[src/rtl/serial_adder.sv]
// Bit-serial adder: one full_adder, LSB first, one bit per clock.
// Optional signed-overflow output Ovf is enabled by defining SERIAL_ADDER_OVF_EN.

module full_adder (
  input  logic a,
  input  logic b,
  input  logic ci,
  output logic s,
  output logic co
);
  assign s  = a ^ b ^ ci;
  assign co = (a & b) | (ci & (a ^ b));
endmodule

module serial_adder #(
  parameter int WIDTH = 8
) (
  input  logic             clk,
  input  logic             rst,
  input  logic             start,
  input  logic [WIDTH-1:0] A,
  input  logic [WIDTH-1:0] B,
  input  logic             Cin,
  output logic             busy,
  output logic             done,
  output logic [WIDTH-1:0] Sum,
  output logic             Cout
`ifdef SERIAL_ADDER_OVF_EN
  ,
  output logic             Ovf
`endif
);
  localparam int CW = (WIDTH > 2) ? $clog2(WIDTH) : 1;
  localparam logic [CW-1:0] LAST = CW'(WIDTH - 1);

  typedef enum logic [1:0] {IDLE, RUN, DONE} state_t;

  state_t           state, state_nx;
  logic [WIDTH-1:0] a_sh, b_sh;
  logic [WIDTH-2:0] res_sh;
  logic [WIDTH-1:0] res_nx;
  logic [CW-1:0]    cnt;
  logic             cy, s_bit, c_bit, accept, last;

  full_adder u_fa (
    .a  (a_sh[0]),
    .b  (b_sh[0]),
    .ci (cy),
    .s  (s_bit),
    .co (c_bit)
  );

  assign accept = start && (state != RUN);
  assign last   = (state == RUN) && (cnt == LAST);
  // res_sh keeps the upper WIDTH-1 bits; the new bit enters at the MSB end
  assign res_nx = {s_bit, res_sh};
  assign busy   = (state == RUN);
  assign done   = (state == DONE);

  always_ff @(posedge clk or posedge rst) begin
    if (rst) state <= IDLE;
    else     state <= state_nx;
  end

  always_comb begin
    state_nx = state;
    unique case (state)
      IDLE:    if (start) state_nx = RUN;
      RUN:     if (cnt == LAST) state_nx = DONE;
      DONE:    state_nx = start ? RUN : IDLE;
      default: state_nx = IDLE;
    endcase
  end

  always_ff @(posedge clk or posedge rst) begin
    if (rst) begin
      a_sh   <= '0;
      b_sh   <= '0;
      res_sh <= '0;
      cnt    <= '0;
      cy     <= 1'b0;
      Sum    <= '0;
      Cout   <= 1'b0;
`ifdef SERIAL_ADDER_OVF_EN
      Ovf    <= 1'b0;
`endif
    end else if (accept) begin
      a_sh <= A;
      b_sh <= B;
      cy   <= Cin;
      cnt  <= '0;
    end else if (state == RUN) begin
      a_sh   <= a_sh >> 1;
      b_sh   <= b_sh >> 1;
      res_sh <= res_nx[WIDTH-1:1];
      cy     <= c_bit;
      cnt    <= cnt + 1'b1;
      if (last) begin
        Sum  <= res_nx;
        Cout <= c_bit;
`ifdef SERIAL_ADDER_OVF_EN
        // cy here is the carry into the MSB
        Ovf  <= cy ^ c_bit;
`endif
      end
    end
  end
endmodule

[config.mk]
export PLATFORM = sky130hd
export DESIGN_NAME = serial_adder
export DESIGN_NICKNAME = d
export VERILOG_FILES = /design/src/rtl/serial_adder.sv
export SDC_FILE = /design/constraint.sdc
export NUM_CORES = 1
export LEC_CHECK = 0
export ABC_AREA = 1
export ABC_CLOCK_PERIOD_IN_PS = 1400
export CAP_MARGIN = 5
export CORE_AREA = 2 2 56 80
export CTS_CLUSTER_DIAMETER = 100
export DETAILED_ROUTE_END_ITERATION = 10
export DIE_AREA = 0 0 58 82
export GPL_TIMING_DRIVEN = 0
export HOLD_SLACK_MARGIN = 0.03
export PLACE_DENSITY = 0.81
export SYNTH_ARGS = -nofsm -noshare
export SYNTH_HDL_FRONTEND = slang
export SYNTH_SLANG_ARGS = --single-unit
[constraint.sdc]
create_clock -name clk -period 1.4 [get_ports clk]
set_input_delay 0.14 -clock clk [delete_from_list [all_inputs] [get_ports clk]]
set_output_delay 0.14 -clock clk [all_outputs]
set_load 0.01 [all_outputs]
==> impl_metrics.tcl <==
set metrics [dict create \
    finalCritPeriodShare_pct 96.5 \
    setup_violations 0 \
    clock_latency_ns 0.29 \
    clk_pin_slew_ns 0.07 \
    power_density_nw_per_um2 2040 \
    synth_top_family_by_area "simple AND/OR/NAND/NOR gates" \
    maxSlewViolCount 0 \
    first_global_vias 1356 \
    cts_tree "done" \
    vias 1386 \
    worstReg2RegStart "cnt[0]" \
    fin_crit_ns 1.35 \
    endpoint_kind "output port" \
    grt_max_degree 39 \
    drive_gt1_share_pct 22.9 \
    path_delay_family "flip-flops" \
    fp.dieH_um 82 \
    synth-compound-area-share_pct 1.59 \
    dp_cells 258 \
    die_w_um 58 \
    numCtsBuffers 5 \
    grt_overflow 0 \
    cp.required_ns 1.26 \
    syn_nets 207 \
    crit_type "reg2out" \
    area_delta_synth_final_pct 26.4 \
    use_met1_pct 21.4 \
    worst_pin_slew_ns 0.777 \
    rows 28 \
    antenna_left 0 \
    power_leakage_nw 1.10 \
    synth.avg_cell_area_um2 9.81 \
    vdd_drop_max_uv 1260 \
    dieArea_um2 4760 \
    insertedDiodeCount 0 \
    fmax_ghz 0.740 \
    ioPinCount 31 \
    hold_end "b_sh[2]" \
    rrSetupSlack_ns 0.09 \
    cpPeakStageDelay_ns 0.42 \
    fin_cells 272 \
    relSlewSlack_pct 48.1 \
    holdWs_ns 0.183 \
    nets 249 \
    cts.sinks 38 \
    skew_ns 0.00717 \
    synthXorXnorAreaFrac_pct 0 \
    viasPerCell 5.10 \
    finalHoldViolCount 0 \
    wire_per_inst_um 13.1 \
    drc_errors 0 \
    start_kind "flip-flop" \
    critPathSlowestCell "dfrtp_1" \
    synth_area_um2 1810 \
    worstPathArrival_ns 1.21 \
    dpl.hpwl_mm 2.45 \
    fin_util_pct 56.2 \
    synth.distinct_cells 19 \
    antenna_found_initial 0 \
    cts_max_level 2 \
    path_cells "nor2_4, buf_6, clkdlybuf4s15_2" \
    fin_tns_setup_ns 0 \
    grt_most_used_layer "met2" \
    reg2reg_depth 6 \
    synthCells 184 \
    critPathMaxFanout 5 \
    whs_path_depth 3 \
    p_total_mw 4.65 \
    gp_congestion 0.741 \
    synth-simple-area-share_pct 35.3 \
    track_usage_pct 17.5 \
    mostFrequentLayoutCells "nand2_1 (65), dfrtp_1 (38), nand3_1 (35)" \
    final_common_cell "nand2_1" \
    synthAdderAreaFrac_pct 2.49 \
    hp-start "start" \
    drt_wl_total_mm 3.56 \
    portBuffers 29 \
    start_util_pct 44.4 \
    ys_warn_count 0 \
    worst-path-buf-inv 2 \
    ys_seq_area_share_pct 52.7 \
    max-cap-violations 0 \
    hp-class "in2reg" \
    drt_iter0_drc 51 \
    dr.pass1.iters 4 \
    cts_buffer_depth 2 \
    core_area_um2 4060 \
    cts-root-buf "clkbuf_8" \
    ys_seq_elements 38 \
    use_met2_pct 29.3 \
    r2r_end "Sum[7]" \
    grt_first_pass_wirelength_mm 6.26 \
    synthMuxAreaShare_pct 0 \
    status "completed" \
    use_met3_pct 3.78 \
]
==> layer usage <==
layer | wire length (um) | vias up
met3 | 136 | 4
met4 | 55 | 0
met1 | 1580 | 668
met2 | 1790 | 33
met5 | 0 | -
li1 | - | 681
==> what timing repair did <==
item | 4_1_cts | 5_1_grt
pin swaps | 1 | 1
hold buffers | 0 | 0
buffers inserted | 2 | 3
hold endpoints to repair | 0 | 0
endpoints found under the setup margin | 2 | 2
gates resized for setup | 4 | 2
gates cloned | 0 | 1
==> worst register-to-register path, cell delays in order, from the launching register on <==
cell     delay, ns
dfrtp_1       0.41
ha_1          0.22
ha_1          0.22
inv_1         0.15
nor2_8        0.08
nand2_1       0.06
nand2_1       0.05
==> cell usage after synthesis <==
library cell  count  area share (%)
buf_12            3             3.3
nor2_4            1            0.62
nand3_2          17             9.4
nand3_1          35             9.7
buf_2             4             1.1
inv_2             2            0.42
ha_1              2             1.4
buf_4             1            0.42
nor2_8            1             1.1
o22ai_1           1            0.35
o21ai_2           2            0.97
nand2_1          65              14
dfrtp_1          38              53
o21ai_0           1            0.28
fa_1              1             1.1
nand2_2           2            0.69
nor2_1            1            0.21
buf_6             3             1.9
inv_1             4            0.83
==> per-stage QoR <==
step | worst slack [ns] | cell area, um^2
after global routing | -0.00183 | 2280
after floorplan | 0.192 | 1810
after CTS | 0.0115 | 2260
after global placement | -0.435 | 2150
final | 0.0488 | 2280
after detailed placement | -0.180 | 2150
==> worst max-delay path by stage <==
stage	end	cells after the start	from
2_1_floorplan	Sum[1]	6	cnt[0]
3_5_place_dp	busy	4	state[0]
3_3_place_gp	a_sh[7]	2	rst
5_1_grt	busy	3	state[1]
6_report	busy	3	state[1]
4_1_cts	busy	4	state[0]
==> power by group <==
| group | switching, mW | leakage, nW | internal, mW |
|---|---|---|---|
| Clock | 0.374 | 0.0482 | 0.397 |
| Combinational | 1.04 | 0.565 | 1.01 |
| Sequential | 0.286 | 0.487 | 1.54 |
| Total | 1.70 | 1.10 | 2.95 |
==> logic make-up (layout without fill, tap and decap cells) <==
family,Yosys count,after routing
adder cells (fa/ha/maj),3,3
AO/OA/AOI/OAI,4,4
flip-flops,38,38
AND/OR/NAND/NOR,122,122
buffers and inverters,17,60
==> final cells by class <==
class / count / area (um^2)
buffer: 11 / 121
fill: 374 / 1780
tap: 45 / 56.3
sequential: 38 / 951
clock buffer: 7 / 86.3
inverter: 6 / 22.5
multi-input combinational: 129 / 711
timing repair buffer: 35 / 329
clock inverter: 1 / 5.00
==> sequential cells by signal, indices dropped and copies added (netlist names) <==
register	count
res_sh	7
a_sh	8
state	2
Cout	1
b_sh	8
cnt	3
Sum	8
cy	1
Note: power is estimated with default switching activity, not from simulation.
==> variant (same settings) <==
The option `SERIAL_ADDER_OVF_EN` is turned on by a define.
--- a/src/rtl/serial_adder.sv
+++ b/src/rtl/serial_adder.sv
@@ -2,2 +2,4 @@
 // Optional signed-overflow output Ovf is enabled by defining SERIAL_ADDER_OVF_EN.
+
+`define SERIAL_ADDER_OVF_EN
 
Function (old outputs only; new: Ovf): kept (Yosys induction, for registers that start in step).
==> variant against the unedited design <==
- area after synthesis up 3.8%
- core utilization grew 1.3 points
- critical path depth shrank 2
- sequential cell count rose by 1
- design area is 2.3% higher
- first-iteration DRC count decreased by 69%
- cell count rose by 3.3%
- global-route usage increased by 0.14 points
- worst setup slack improved by 0.0080 ns
- total power fell by 0.53%
- worst hold slack improved by 0.0058 ns
- synthesized cell count grew 5.4%
- clock skew is 0.0024 ns higher
- wire length rose by 4.4%
- largest cell class unchanged
==> variant: results <==
[status]
status = finished clean

[routing]
drt_iter0_drc = 16
drt_first_pass_iters = 4
wire_per_inst_um = 13.23
dr_total_vias = 1424
wirelength_mm = 3.718

[yosys]
yosysWarnings = 0
synth_common_cells = nand2_1, dfrtp_1, nand3_1
synth_nets = 217
synth_area_leaders = dfrtp_1, nand2_1, nand3_2, nand3_1, buf_6
ys_seq_area_frac = 0.5207
syn_avg_cell_area_sq_um = 9.661

[cells_and_area]
fin_nets = 258
final_layout_size_suffix_gt1_frac = 0.2373

[min_path]
hp-class = input pin to register
hold_end = b_sh[1]

[critical_path]
worstReg2RegStart = cnt[0]
reg2reg_to = Sum[5]
reg2reg_depth = 7
cpPeakStageDelay_ns = 0.54
path_delay_family = buffers and inverters
worst-path-max-fanout = 2
reg2reg_slack_ns = 0.10

[power]
power_density_mw_per_mm2 = 1979
vdd_drop_max_mv = 1.155
power_frac_comb = 0.438
internal_power_mw = 2.912
p_seq_mw = 1.87
p_leak_nw = 1.149

[timing]
timing.hold.ws_ns = 0.1887
tightest_slew_ns = 0.8012
finClkSkew_ns = 0.009582

[clock_tree]
root_buffer = clkbuf_8

[placement]
port_buffers = 30
hpwl_mm = 2.532
post-place-ws_ns = -0.1385
place_area_sq_mm = 0.002231
gp_congestion = 0.7460
place_inst = 269

[global_routing]
grt_max_degree = 40
grtUsageTotal = 0.1766
grt_pass1_wl_mm = 6.210
variant: changes by cell type after synthesis, sizes merged:
cell | unedited run | this run
inv | 6 | 8
nand2 | 67 | 73
buf | 11 | 12
dfrtp | 38 | 39
variant: cell families (layout without fill, tap and decap cells):
logic type,after synthesis,count (layout),synth area share
and+or+nand+nor,128,128,0.3618
DFF,39,39,0.5207
AOI/OAI and AO/OA,4,4,0.01135
buffers and inverters,20,62,0.08211
adders and majority gates,3,3,0.02403
variant: area by class of cell:
cell class,count,area (sq um)
Buffer,12,123.9
Clock buffer,7,76.32
Clock inverter,1,5.005
Fill cell,357,1729
Inverter,8,30.03
Multi-Input combinational cell,135,749.5
Sequential cell,39,975.9
Tap cell,45,56.30
Timing Repair Buffer,34,317.8
variant: metal layers:
layer / part of all wire / GRT usage
met1: 0.43 / 0.2065
met3: 0.040 / 0.04724
met5: 0 / 0
met4: 0.018 / 0.07674
met2: 0.52 / 0.3023
variant: worst reg2reg max path, stage by stage, from the launching register on:
cell and delay, ns:
dfrtp_1 0.39, ha_1 0.20, ha_1 0.22, inv_1 0.08, nor2_2 0.05, buf_2 0.15, nand2_1 0.06, nand2_1 0.04
variant: how the worst max path moves through the flow:
stage | slack (ns) | depth (start not counted) | start | to
6_report | 0.06 | 1 | Sum[2] | Sum[2]
5_1_grt | 0.008 | 7 | cnt[1] | Ovf
4_1_cts | 0.0002 | 3 | state[1] | busy
3_5_place_dp | -0.14 | 4 | state[0] | busy
3_3_place_gp | -0.48 | 2 | rst | res_sh[1]
2_1_floorplan | 0.18 | 7 | cnt[0] | Sum[1]
variant: what timing repair did:
item                                    CTS  global route
endpoints found under the setup margin    2            11
setup buffers                             2             1
pin swaps                                 1             0
gates cloned                              0             1
endpoints found under the hold margin     0             0
resized for setup                         2             7
